$ cat config.mk
export PLATFORM = sky130hd
export DESIGN_NAME = booth_r4_seq_mult
export DESIGN_NICKNAME = d
export VERILOG_FILES = /design/src/rtl/booth_pkg.sv /design/src/rtl/booth_r4_pp.sv /design/src/rtl/booth_r4_seq_mult.sv
export SDC_FILE = /design/constraint.sdc
export NUM_CORES = 1
export LEC_CHECK = 0
export CAP_MARGIN = 10
export CORE_MARGIN = 2
export CORE_UTILIZATION = 39
export DETAILED_ROUTE_END_ITERATION = 10
export GPL_TIMING_DRIVEN = 0
export SLEW_MARGIN = 0
export SYNTH_ARGS = -nofsm -noshare
export SYNTH_HDL_FRONTEND = slang
export SYNTH_SLANG_ARGS = --single-unit
$ cat constraint.sdc
create_clock -name CLK -period 9.9 [get_ports CLK]
set_clock_uncertainty 0.2 [all_clocks]
set_input_delay 1.98 -clock CLK [delete_from_list [all_inputs] [get_ports CLK]]
set_output_delay 1.98 -clock CLK [all_outputs]
set_load 0.03 [all_outputs]
$ cat src/rtl/booth_pkg.sv
// booth_pkg: shared Booth digit encoding, FSM states and digit-count helper.
package booth_pkg;
    typedef enum logic [2:0] {BD_ZERO, BD_P1, BD_P2, BD_M1, BD_M2} bdigit_e;
    typedef enum logic [1:0] {S_IDLE, S_RUN, S_DONE} state_e;
    function automatic int n_digits(input int w);
        return w / 2 + 1;
    endfunction
endpackage

$ cat src/rtl/booth_r4_pp.sv
// booth_r4_pp: recodes one radix-4 window and forms the unshifted partial product.
module booth_r4_pp
    import booth_pkg::*;
#(
    parameter int W = 32
) (
    input  logic [2:0]     win_i,
    input  logic [W+1:0]   mx_ext_i,
    output logic [2:0]     digit_o,
    output logic [2*W+1:0] pp_o
);
    bdigit_e dig;
    logic neg;
    logic [2*W+1:0] mag, sel;
    always_comb begin
        dig = (win_i == 3'b001 || win_i == 3'b010) ? BD_P1 :
              (win_i == 3'b011) ? BD_P2 :
              (win_i == 3'b100) ? BD_M2 :
              (win_i == 3'b101 || win_i == 3'b110) ? BD_M1 : BD_ZERO;
        mag = {{W{mx_ext_i[W+1]}}, mx_ext_i};
        sel = (dig == BD_P1 || dig == BD_M1) ? mag :
              (dig == BD_P2 || dig == BD_M2) ? mag << 1 : '0;
        neg = dig == BD_M1 || dig == BD_M2;
        // Negation by invert plus carry-in, so a zero digit never injects a carry.
        pp_o = (sel ^ {(2*W+2){neg}}) + (2*W+2)'(neg);
    end
    assign digit_o = dig;
endmodule

$ cat src/rtl/booth_r4_seq_mult.sv
// booth_r4_seq_mult: multi-cycle radix-4 Booth multiplier, PPC digits per cycle,
// signed/unsigned per operation, valid/ready on both sides.
module booth_r4_seq_mult
    import booth_pkg::*;
#(
    parameter int W   = 32,
    parameter int PPC = 1
) (
    input  logic           CLK,
    input  logic           RST,
    input  logic           in_valid,
    output logic           in_ready,
    input  logic [W-1:0]   mx,
    input  logic [W-1:0]   my,
    input  logic           is_signed,
    output logic           out_valid,
    input  logic           out_ready,
    output logic [2*W-1:0] product
);
    localparam int N  = n_digits(W);
    localparam int C  = (N + PPC - 1) / PPC;
    localparam int CW = $clog2(C + 1);

    state_e state_q, state_d;
    logic [W+1:0] mx_q, my_q;
    logic [2*W+1:0] acc_q, acc_d;
    logic [CW-1:0] cnt_q;
    logic [2*W-1:0] prod_q;
    logic [W+2:0] ypad;
    logic [2*W+1:0] term [PPC];
    logic last;

    // Bit 0 of ypad is the implicit y[-1] = 0 of the first Booth window.
    assign ypad = {my_q, 1'b0};
    assign last = cnt_q == CW'(C - 1);

    for (genvar j = 0; j < PPC; j++) begin : g_pp
        logic [31:0] idx;
        logic [2:0] win, dig;
        logic [2*W+1:0] pp;
        assign idx = 32'(cnt_q) * 32'(PPC) + 32'(j);
        assign win = 3'(ypad >> {idx[30:0], 1'b0});
        booth_r4_pp #(.W(W)) u_pp (
            .win_i    (win),
            .mx_ext_i (mx_q),
            .digit_o  (dig),
            .pp_o     (pp)
        );
        // Digits past the last one exist only when PPC does not divide N.
        assign term[j] = (idx < 32'(N) && dig != BD_ZERO) ? pp << {idx[30:0], 1'b0} : '0;
    end

    always_comb begin
        acc_d = acc_q;
        for (int k = 0; k < PPC; k++) acc_d = acc_d + term[k];
    end

    always_comb begin
        state_d = state_q;
        state_d = (state_q == S_IDLE && in_valid)  ? S_RUN  :
                  (state_q == S_RUN && last)       ? S_DONE :
                  (state_q == S_DONE && out_ready) ? S_IDLE : state_q;
    end

    assign in_ready  = state_q == S_IDLE;
    assign out_valid = state_q == S_DONE;
    assign product   = prod_q;

    always_ff @(posedge CLK or posedge RST) begin
        if (RST) begin
            state_q <= S_IDLE;
            mx_q    <= '0;
            my_q    <= '0;
            acc_q   <= '0;
            cnt_q   <= '0;
            prod_q  <= '0;
        end else begin
            state_q <= state_d;
            if (state_q == S_IDLE && in_valid) begin
                mx_q  <= is_signed ? {{2{mx[W-1]}}, mx} : {2'b00, mx};
                my_q  <= is_signed ? {{2{my[W-1]}}, my} : {2'b00, my};
                acc_q <= '0;
                cnt_q <= '0;
            end else if (state_q == S_RUN) begin
                acc_q <= acc_d;
                cnt_q <= cnt_q + CW'(1);
                if (last) prod_q <= acc_d[2*W-1:0];
            end
        end
    end
endmodule

==> reports/metrics.yaml <==
status:
  outcome: "completed"
global_routing:
  overflow: 0
  grt_pass1_wl_um: 98700
  antenna_found_initial: 0
  grt_max_degree: 122
  grt_pass1_vias: 16600
  track_usage: 0.289
place:
  placement.io_buffers: 134
  dp_hpwl_um: 48300
  placedCellCount: 2755
  gp_congestion: 0.983
die:
  initial_utilization: 0.395
  fp.dieW_um: 208
  die_h_um: 208
  fp.coreArea_um2: 40900
  ios: 135
  die_area_um2: 43100
  num_rows: 74
sta:
  final-max-slew-violation-count: 0
  tightest_slew_ps: 1120
  maxSlewHeadroom: 0.256
  max_freq_mhz: 103
  hold_violations: 0
  finalSetupViolCount: 0
  fin_crit_sh: 0.984
  period_needed_ps: 9750
yosys:
  ys_seq_area_frac: 0.311
  async_flop_share: 1.00
  synth_cells: 2088
  syn_area_um2: 16200
  synth_fp_nets: 2229
  synth-edff-count: 0
  synth_flop_cell: "dfrtp_1"
  synth.distinct_cells: 88
  avgSynthCellArea_um2: 7.75
  synth_warnings: 0
  synth-seq-cells: 201
critical_path:
  worstPathRequired_ps: 10190
  endpoint_kind: "register"
  cp_max_fo: 10
  crit_type: "register to register"
  cp.arrival_ps: 10040
  crit_buf_inv: 12
  cp-start-kind: "register"
  path_common_cell: "a21oi_1"
  slowest_delay_ps: 440
  slowest_stage: "or2_2"
  critPathTopFamily: "compound AO/OA/AOI/OAI gates"
final_layout:
  fin_nets: 2478
  area_delta_synth_final_pct: 30.4
  instances_no_fill: 2887
  n_antenna_cell: 0
  drive_gt1_frac: 0.178
  filler_cell_count: 3976
power:
  vdd_drop_max_mv: 0.108
  p_total_mw: 1.90
  powerDensity_nw_per_um2: 90.1
  cellLeakagePower_nw: 9.55
clocking:
  worstSkewPairLatency_ps: 560
  cts_tree: "done"
  clk_path_buf_depth: 3
  clkTransAtPathRegs_ps: 60
  cts-root-buf: "clkbuf_16"
  numClockSinks: 201
  htree_levels: 1
  cts-buffers-inserted: 24
detailed_routing:
  vias: 17300
  drt_pass1_iterations: 5
  drc: 0
  wl_per_cell_um: 22.3
  drt_wl_total_um: 64400
  ant_nets: 0
  drt-vias-per-instance: 5.99
  drtIter0Drc: 1500
job:
  cap_violations: 0
hold_path:
  worstHoldPathType: "register to register"
==> power by group <==
part	internal [mW]	switching [mW]	total, mW
Sequential	0.822	0	0.822
Combinational	0.0248	0.0203	0.0451
Clock	0.650	0.385	1.03
Total	1.50	0.405	1.90
==> routing by layer <==
metal	up-vias	track usage	share of wire
met5	-	0	0
met4	0	0.0802	0.027
met3	116	0.0496	0.088
met2	778	0.444	0.43
met1	8419	0.417	0.45
li1	7988	-	-
==> area by class of cell <==
class / count / area [um2] / share of cell area
multi-input cells: 1691 / 11300 / 0.536
flip-flops and latches: 201 / 5030 / 0.238
repair buffers: 230 / 2100 / 0.0993
plain buffers: 147 / 892 / 0.0423
clock buffers: 33 / 694 / 0.0329
well taps: 532 / 666 / 0.0316
clock inverters: 11 / 229 / 0.0109
inverters: 42 / 173 / 0.00818
==> cell families (layout without fill, tap and decap cells) <==
kind of cell             after synthesis  count (layout)  synth area share
AND/OR/NAND/NOR                      829             829             0.231
AO/OA/AOI/OAI                        611             611             0.241
buffers and inverters                196             463            0.0475
multiplexers                          79              79            0.0591
adder cells (fa/ha/maj)               72              72            0.0561
XOR/XNOR                             100             100            0.0541
flip-flops                           201             201             0.311
==> synth_stat cells, types with 16 or more instances <==
library cell,n,area [um2]
or2_2,17,106
inv_1,39,146
a211oi_1,30,225
clkbuf_1,117,439
dfrtp_1,201,5030
mux2_2,23,259
a31oi_1,17,106
xor2_1,31,272
nand4_1,28,175
o211ai_1,20,150
mux2i_1,45,450
nand3_1,114,571
nor2_1,158,593
nor3_1,29,145
buf_1,22,82.6
o21bai_1,16,120
nand2_1,376,1410
a21oi_1,135,676
xnor2_1,69,604
and3_1,23,144
ha_1,71,888
o21ai_0,208,1040
a21o_1,51,383
==> state kept, by name, indices dropped and copies added, names as in the netlist <==
register and cells:
my_q 33, state_q 2, product 64, cnt_q 5, acc_q 64, mx_q 33
==> final timing paths <==
path | startpoint | endpoint | slack, ps | depth (start not counted)
min in group asynchronous | RST | mx_q[24]$_DFFE_PP0P_ | 1660 | 2
max in group asynchronous | RST | acc_q[9]$_DFFE_PP0P_ | 6780 | 3
setup reg to reg | cnt_q[0]$_DFFE_PP0P_ | acc_q[63]$_DFFE_PP0P_ | 150 | 47
hold reg to reg | my_q[6]$_DFFE_PP0P_ | my_q[6]$_DFFE_PP0P_ | 270 | 2
hold / removal | my_q[6]$_DFFE_PP0P_ | my_q[6]$_DFFE_PP0P_ | 270 | 2
setup / recovery | cnt_q[0]$_DFFE_PP0P_ | acc_q[63]$_DFFE_PP0P_ | 150 | 47
==> per-stage QoR <==
stage	hold slack (ps)	TNS, ps	cell area, um2	utilization	setup slack (ps)
floorplan	240	0	16200	-	16.6
global route	294	-214	21100	0.516	-129
finish	270	0	21100	0.516	155
global placement	255	-302620	18200	0.445	-3580
CTS	275	0	20200	0.493	19.1
detailed placement	261	-213180	18300	0.446	-3620
==> worst min-delay path, stage by stage, from the launching register on <==
cell and delay [ps]:
dfrtp_1 330, nand2_1 50, nand2_1 50
==> cell usage in the layout (no fill, tap or decap), types with 14 or more instances in the layout <==
master / instances
nand2_1: 373
dfrtp_1: 200
o21ai_0: 185
nor2_1: 138
clkdlybuf4s50_1: 134
a21oi_1: 111
nand3_1: 110
buf_4: 96
clkbuf_1: 81
xnor2_1: 64
ha_1: 58
a21o_1: 50
inv_1: 36
mux2i_1: 33
nand4_1: 28
xor2_1: 27
clkbuf_16: 27
a211oi_1: 25
nor3_1: 24
and3_1: 22
a21oi_2: 21
mux2_2: 20
o211ai_1: 20
clkbuf_2: 17
o21bai_1: 16
or2_2: 16
o21ai_2: 14
==> timing repair <==
item | in CTS | in global routing
hold buffers | 0 | 0
pin swaps | 33 | 67
buffers inserted | 39 | 55
resized for setup | 184 | 161
endpoints found under the setup margin | 116 | 50
No activity file was read; power rests on OpenSTA's default activity.
==> patch 1, RTL diff (config.mk and constraints unchanged) <==
Re-encode `state_e` (3 states) as one-hot, 3 bits wide.
--- a/src/rtl/booth_pkg.sv
+++ b/src/rtl/booth_pkg.sv
@@ -1,7 +1,7 @@
 // booth_pkg: shared Booth digit encoding, FSM states and digit-count helper.
 package booth_pkg;
     typedef enum logic [2:0] {BD_ZERO, BD_P1, BD_P2, BD_M1, BD_M2} bdigit_e;
-    typedef enum logic [1:0] {S_IDLE, S_RUN, S_DONE} state_e;
+    typedef enum logic [2:0] {S_IDLE = 3'b001, S_RUN = 3'b010, S_DONE = 3'b100} state_e;
     function automatic int n_digits(input int w);
         return w / 2 + 1;
     endfunction
Check against the original RTL: same outputs for any inputs over 10 cycles, from zero or initial values and one cycle with RST high; not proved beyond that.
==> patch 1 against the unedited design <==
Worst setup slack better by 0.15 ns; final area down 4.7%; final cell count down 2.9%; critical path type unchanged; sequential cell count up 1; largest cell class unchanged; routed wire length down 8.7%; synthesized area down 0.36%.
Power is not shown: default switching activity piles up to over one toggle a cycle in this logic, so the estimate is an artifact.
==> patch 1: results (changes against the unedited design) <==
- 1st-iter DRT viols: 1381 (-7.9%)
- Layout cell share with drive strength beyond 1: 13.08% (-4.7 points)
- Final wirelength: 58.84 mm (-8.7%)
- Drt pass-1 iters: 5 (unchanged)
- Synth Area in Adders: 5.633% (+0.020 points)
- Synth unique cells: 91 (+3.4%)
- Worst Reg-to-Reg Cells: 39 (-17%)
- Register area share after synthesis: 31.35% (+0.27 points)
- Hold path cells: 2 (unchanged)
- Final #Nets: 2395 (-3.3%)
- DR vias/cell: 5.853 (-2.3%)
- Total CTS buffers: 24 (unchanged)
- Post-synth top cells: nand2_1, o21ai_0, dfrtp_1
- Vias in the first global route: 15770 (-5.2%)
- H-tree levels: 1 (unchanged)
- Clock slew at the register clock pins of the worst setup and hold paths: 0.06 ns (about the same)
- Ant. Diodes: 0 (unchanged)
- Crit Path Max Fanout: 10 (unchanged)
- Skew-Pair Late Insertion Delay: 0.55 ns
- Slew Limit Headroom: 24.69% (-0.94 points)
- Synth Flop Type: dfrtp_1
- Largest net degree at the start of global routing: 103 (-16%)
- CP max stage delay: 0.53 ns (+0.09 ns)
- XOR/XNOR Fraction of Synth Area: 6.766% (+1.4 points)
- Post-synthesis mux area share: 6.487% (+0.57 points)
- Post-Syn Nets: 2185 (-2.0%)
- Routability cong.: 0.9893 (+0.61%)
- Port bufs: 134 (unchanged)
- Synth Area in Compound Gates: 23.98% (-0.12 points)
- Worst EP arrival: 9.80 ns (-0.24 ns)
- Detail Placement HPWL: 45.46 mm (-5.9%)
- Worst Hold Class: reg -> reg
- Clk root buf: clkbuf_16
- First-pass GRT wire length: 91.91 mm (-6.9%)
- Synth top area cells: dfrtp_1, nand2_1, o21ai_0, ha_1, xnor2_1
- Initial antenna violation count: 1 (+1)
- Outcome: finished clean
- Critical path's slowest cell: mux4_2
- Max clock buf depth: 3 (unchanged)
- Yosys warns: 0 (unchanged)
- GRT Overall Usage: 26.64% (-2.3 points)
- Fill count: 4018 (+1.1%)
- Ys async rst share: 100.0% (unchanged)
[patch 1: changes by cell type after synthesis, sizes merged, moves of 11 or more]
cell | before | now
and2 | 15 | 3
and3 | 23 | 11
nor2 | 159 | 119
o21ai | 210 | 237
or2 | 17 | 6
xnor2 | 69 | 84
[patch 1: logic make-up after synthesis]
kind of cell	count (synthesis)
simple gates	746
xor+xnor	123
mux	86
fa+ha+maj	72
flops	202
compound gates	616
buf+inv	199
[patch 1: critical path: cells and delay by family (launching register included)]
family | cells | cell delay, ns
AO/OA/AOI/OAI | 14 | 2.89
AND/OR/NAND/NOR | 8 | 1.39
flip-flops | 1 | 0.50
multiplexers | 4 | 1.76
buffers and inverters | 8 | 1.53
XOR/XNOR | 3 | 0.60
adder cells (fa/ha/maj) | 2 | 0.57
[patch 1: repair_timing]
item | 4_1_cts | 5_1_grt
pin swaps | 20 | 41
gates resized for setup | 129 | 83
buffers inserted | 19 | 33
endpoints found under the setup margin | 108 | 49
hold endpoints to repair | 0 | 0
[patch 1: worst paths after layout]
path | start | to | slack (ns)
max | cnt_q[0] | product[61] | 0.31
min | my_q[26] | my_q[26] | 0.27
max reg2reg | cnt_q[0] | product[61] | 0.31
min reg2reg | my_q[26] | my_q[26] | 0.27
max in group asynchronous | RST | my_q[29] | 6.72
min in group asynchronous | RST | product[37] | 1.77
[patch 1: metal layers]
metal | part of all wire (%) | wire [microns] | vias up | global-route usage (%)
met5 | 0.027 | 16 | - | 0
met4 | 4.6 | 2700 | 2 | 11.77
met3 | 6.4 | 3787 | 159 | 3.404
met2 | 45 | 26560 | 659 | 43.05
met1 | 44 | 25770 | 7843 | 35.78
li1 | - | - | 7742 | -
[patch 1: final cells by class]
type | count | area share [%]
Inverter | 45 | 0.9083
Sequential cell | 202 | 25.15
Timing Repair Buffer | 187 | 8.871
Multi-Input combinational cell | 1643 | 53.93
Buffer | 151 | 4.038
Clock buffer | 35 | 3.391
Tap cell | 532 | 3.310
Clock inverter | 8 | 0.4044
[patch 1: per-stage QoR]
step,TNS [ns],instance area [sq um],instances,hold slack [ns],setup slack [ns]
5_1_grt,-0.1069,20110,2803,0.2947,-0.03952
3_3_place_gp,-311.54,18130,2710,0.2564,-3.291
4_1_cts,0,19600,2773,0.2758,0.005567
2_1_floorplan,0,16130,2044,0.2403,0.002305
6_report,0,20110,2803,0.2689,0.3053
3_5_place_dp,-215.56,18170,2711,0.2610,-3.370
==> patch 2, RTL diff (same flow settings) <==
Without the edit above. `W` is set to 32 in 2 places; all go to 16.
--- a/src/rtl/booth_r4_pp.sv
+++ b/src/rtl/booth_r4_pp.sv
@@ -2,7 +2,7 @@
 module booth_r4_pp
     import booth_pkg::*;
 #(
-    parameter int W = 32
+    parameter int W = 16
 ) (
     input  logic [2:0]     win_i,
     input  logic [W+1:0]   mx_ext_i,
--- a/src/rtl/booth_r4_seq_mult.sv
+++ b/src/rtl/booth_r4_seq_mult.sv
@@ -3,7 +3,7 @@
 module booth_r4_seq_mult
     import booth_pkg::*;
 #(
-    parameter int W   = 32,
+    parameter int W   = 16,
     parameter int PPC = 1
 ) (
     input  logic           CLK,
Ports: changed (resized mx, my and product); port bits go from 135 to 71. No check against the original RTL was run, so the function may have changed too.
==> patch 2 against the unedited design <==
Hold slack improved by 0.012 ns; clock power fell by 60%; combinational power down 45%; synthesized area is 50% lower; power down 55%; worst setup slack better by 0.46 ns; critical endpoint is now acc_q[31]; final area shrank 54%; via count down 56%; largest cell class unchanged; routed wire length down 63%; highest routed layer unchanged; final cell count fell by 54%; sequential cell count shrank 97.
==> patch 2: results (changes against the unedited design) <==
- First-pass GRT wire length: 39.10 mm (-60%)
- Ant. Diodes: 0 (unchanged)
- Synth unique cells: 79 (-10%)
- Initial antenna violation count: 0 (unchanged)
- GRT Overall Usage: 22.34% (-6.6 points)
- Post-synth top cells: o21ai_0, nand2_1, dfrtp_1
- Dpl cells: 1305 (-53%)
- Synth top area cells: dfrtp_1, o21ai_0, mux2_2, ha_1, nand2_1
- Worst Hold Class: reg -> reg
- Outcome: finished clean
- Post-route DRC: 0 (unchanged)
- Critical path's slowest cell: or4_1
- Skew-Pair Late Insertion Delay: 0.36 ns (-0.20 ns)
- Yosys warns: 0 (unchanged)
- Port bufs: 70 (-48%)
- Total CTS buffers: 9 (-63%)
- Detail Placement HPWL: 18.58 mm (-62%)
- Peak supply drop: 0.08408 mV (-22%)
- Ys async rst share: 100.0% (unchanged)
- Routability cong.: 0.8974 (-8.7%)
- Leakage: 4.280 nW (-55%)
- Register area share after synthesis: 31.89% (+0.81 points)
- Vias post-DR: 7551 (-56%)
- Pre-CTS WS: -0.3981 ns (+3.220 ns)
- GRT overflow: 0 (unchanged)
- Max clock buf depth: 2 (-1)
- Post-Syn Nets: 1040 (-53%)
- Layout cell share with drive strength beyond 1: 10.25% (-7.5 points)
- DR vias/cell: 5.703 (-4.8%)
- Synth Instances: 964 (-54%)
- Crit Path Max Fanout: 10 (unchanged)
- Largest net degree at the start of global routing: 57 (-53%)
- Slew @ Worst Pin: 0.7879 ns (-0.3276 ns)
- 1st-iter DRT viols: 394 (-74%)
- Clk root buf: clkbuf_16
- Drt pass-1 iters: 7 (+2)
- CP max stage delay: 0.48 ns (+0.04 ns)
- Final wirelength: 24.14 mm (-63%)
- Clock slew at the register clock pins of the worst setup and hold paths: 0.08 ns (+0.02 ns)
- Crit-path leading delay family: compound AO/OA/AOI/OAI gates
- Vias in the first global route: 7384 (-56%)
- Final #Nets: 1125 (-55%)
- H-tree levels: 3 (+2)
## patch 2: path summary, 6_finish.rpt
path | startpoint | to | slack, ns | cells after the start
setup / recovery | cnt_q[0] | acc_q[31] | 0.62 | 36
hold / removal | product[21] | product[21] | 0.28 | 2
setup reg to reg | cnt_q[0] | acc_q[31] | 0.62 | 36
hold reg to reg | product[21] | product[21] | 0.28 | 2
max in group asynchronous | RST | mx_q[13] | 6.93 | 3
min in group asynchronous | RST | product[5] | 1.86 | 2
## patch 2: logic make-up (layout without fill, tap and decap cells)
group	count (synthesis)	count (layout)	synth area share (%)
buf+inv	80	170	3.910
mux	75	75	10.20
fa+ha+maj	39	39	6.072
xor+xnor	55	55	6.072
simple gates	320	320	18.94
compound gates	291	291	22.92
flops	104	104	31.89
## patch 2: layout make-up
| class | count | area (sq um) |
|---|---|---|
| Clock buffer | 10 | 239.0 |
| Inverter | 26 | 100.1 |
| Sequential cell | 104 | 2603 |
| Timing Repair Buffer | 75 | 758.2 |
| Fill cell | 2021 | 10720 |
| Multi-Input combinational cell | 780 | 5269 |
| Tap cell | 270 | 337.8 |
| Buffer | 53 | 237.7 |
| Clock inverter | 6 | 98.84 |
## patch 2: power by group
part	leakage [nW]	internal (mW)	switching, mW
combinational	2.86	0.0137	0.0109
clock	0.163	0.233	0.179
sequential	1.25	0.424	0
total	4.28	0.671	0.190
## patch 2: what timing repair did
action / CTS / global route
buffers inserted: 0 / 4
endpoints found under the hold margin: 0 / 0
pin swaps: 0 / 2
endpoints found under the setup margin: 2 / 16
gates resized for setup: 4 / 20
## patch 2: per-stage QoR
step	instance area [sq um]	total power, mW
detailed placement	9229	0.4586
floorplan	8160	0.4394
global route	9643	0.8913
CTS	9572	0.8721
global placement	9199	0.4573
finish	9643	0.8613
## patch 2: per-layer routing
layer  vias up  wire [microns]  track usage, %
li1       3686               -               -
met3        43             969           3.221
met1      3616           11200           30.05
met5         -               0               0
met2       206           11090           36.44
met4         0             884           8.667
## patch 2: tightest hold or removal path: cells and delay by family, from the launching register on
kind | cells | cell delay, ns
and+or+nand+nor | 1 | 0.05
DFF | 1 | 0.34
AOI/OAI and AO/OA | 1 | 0.06
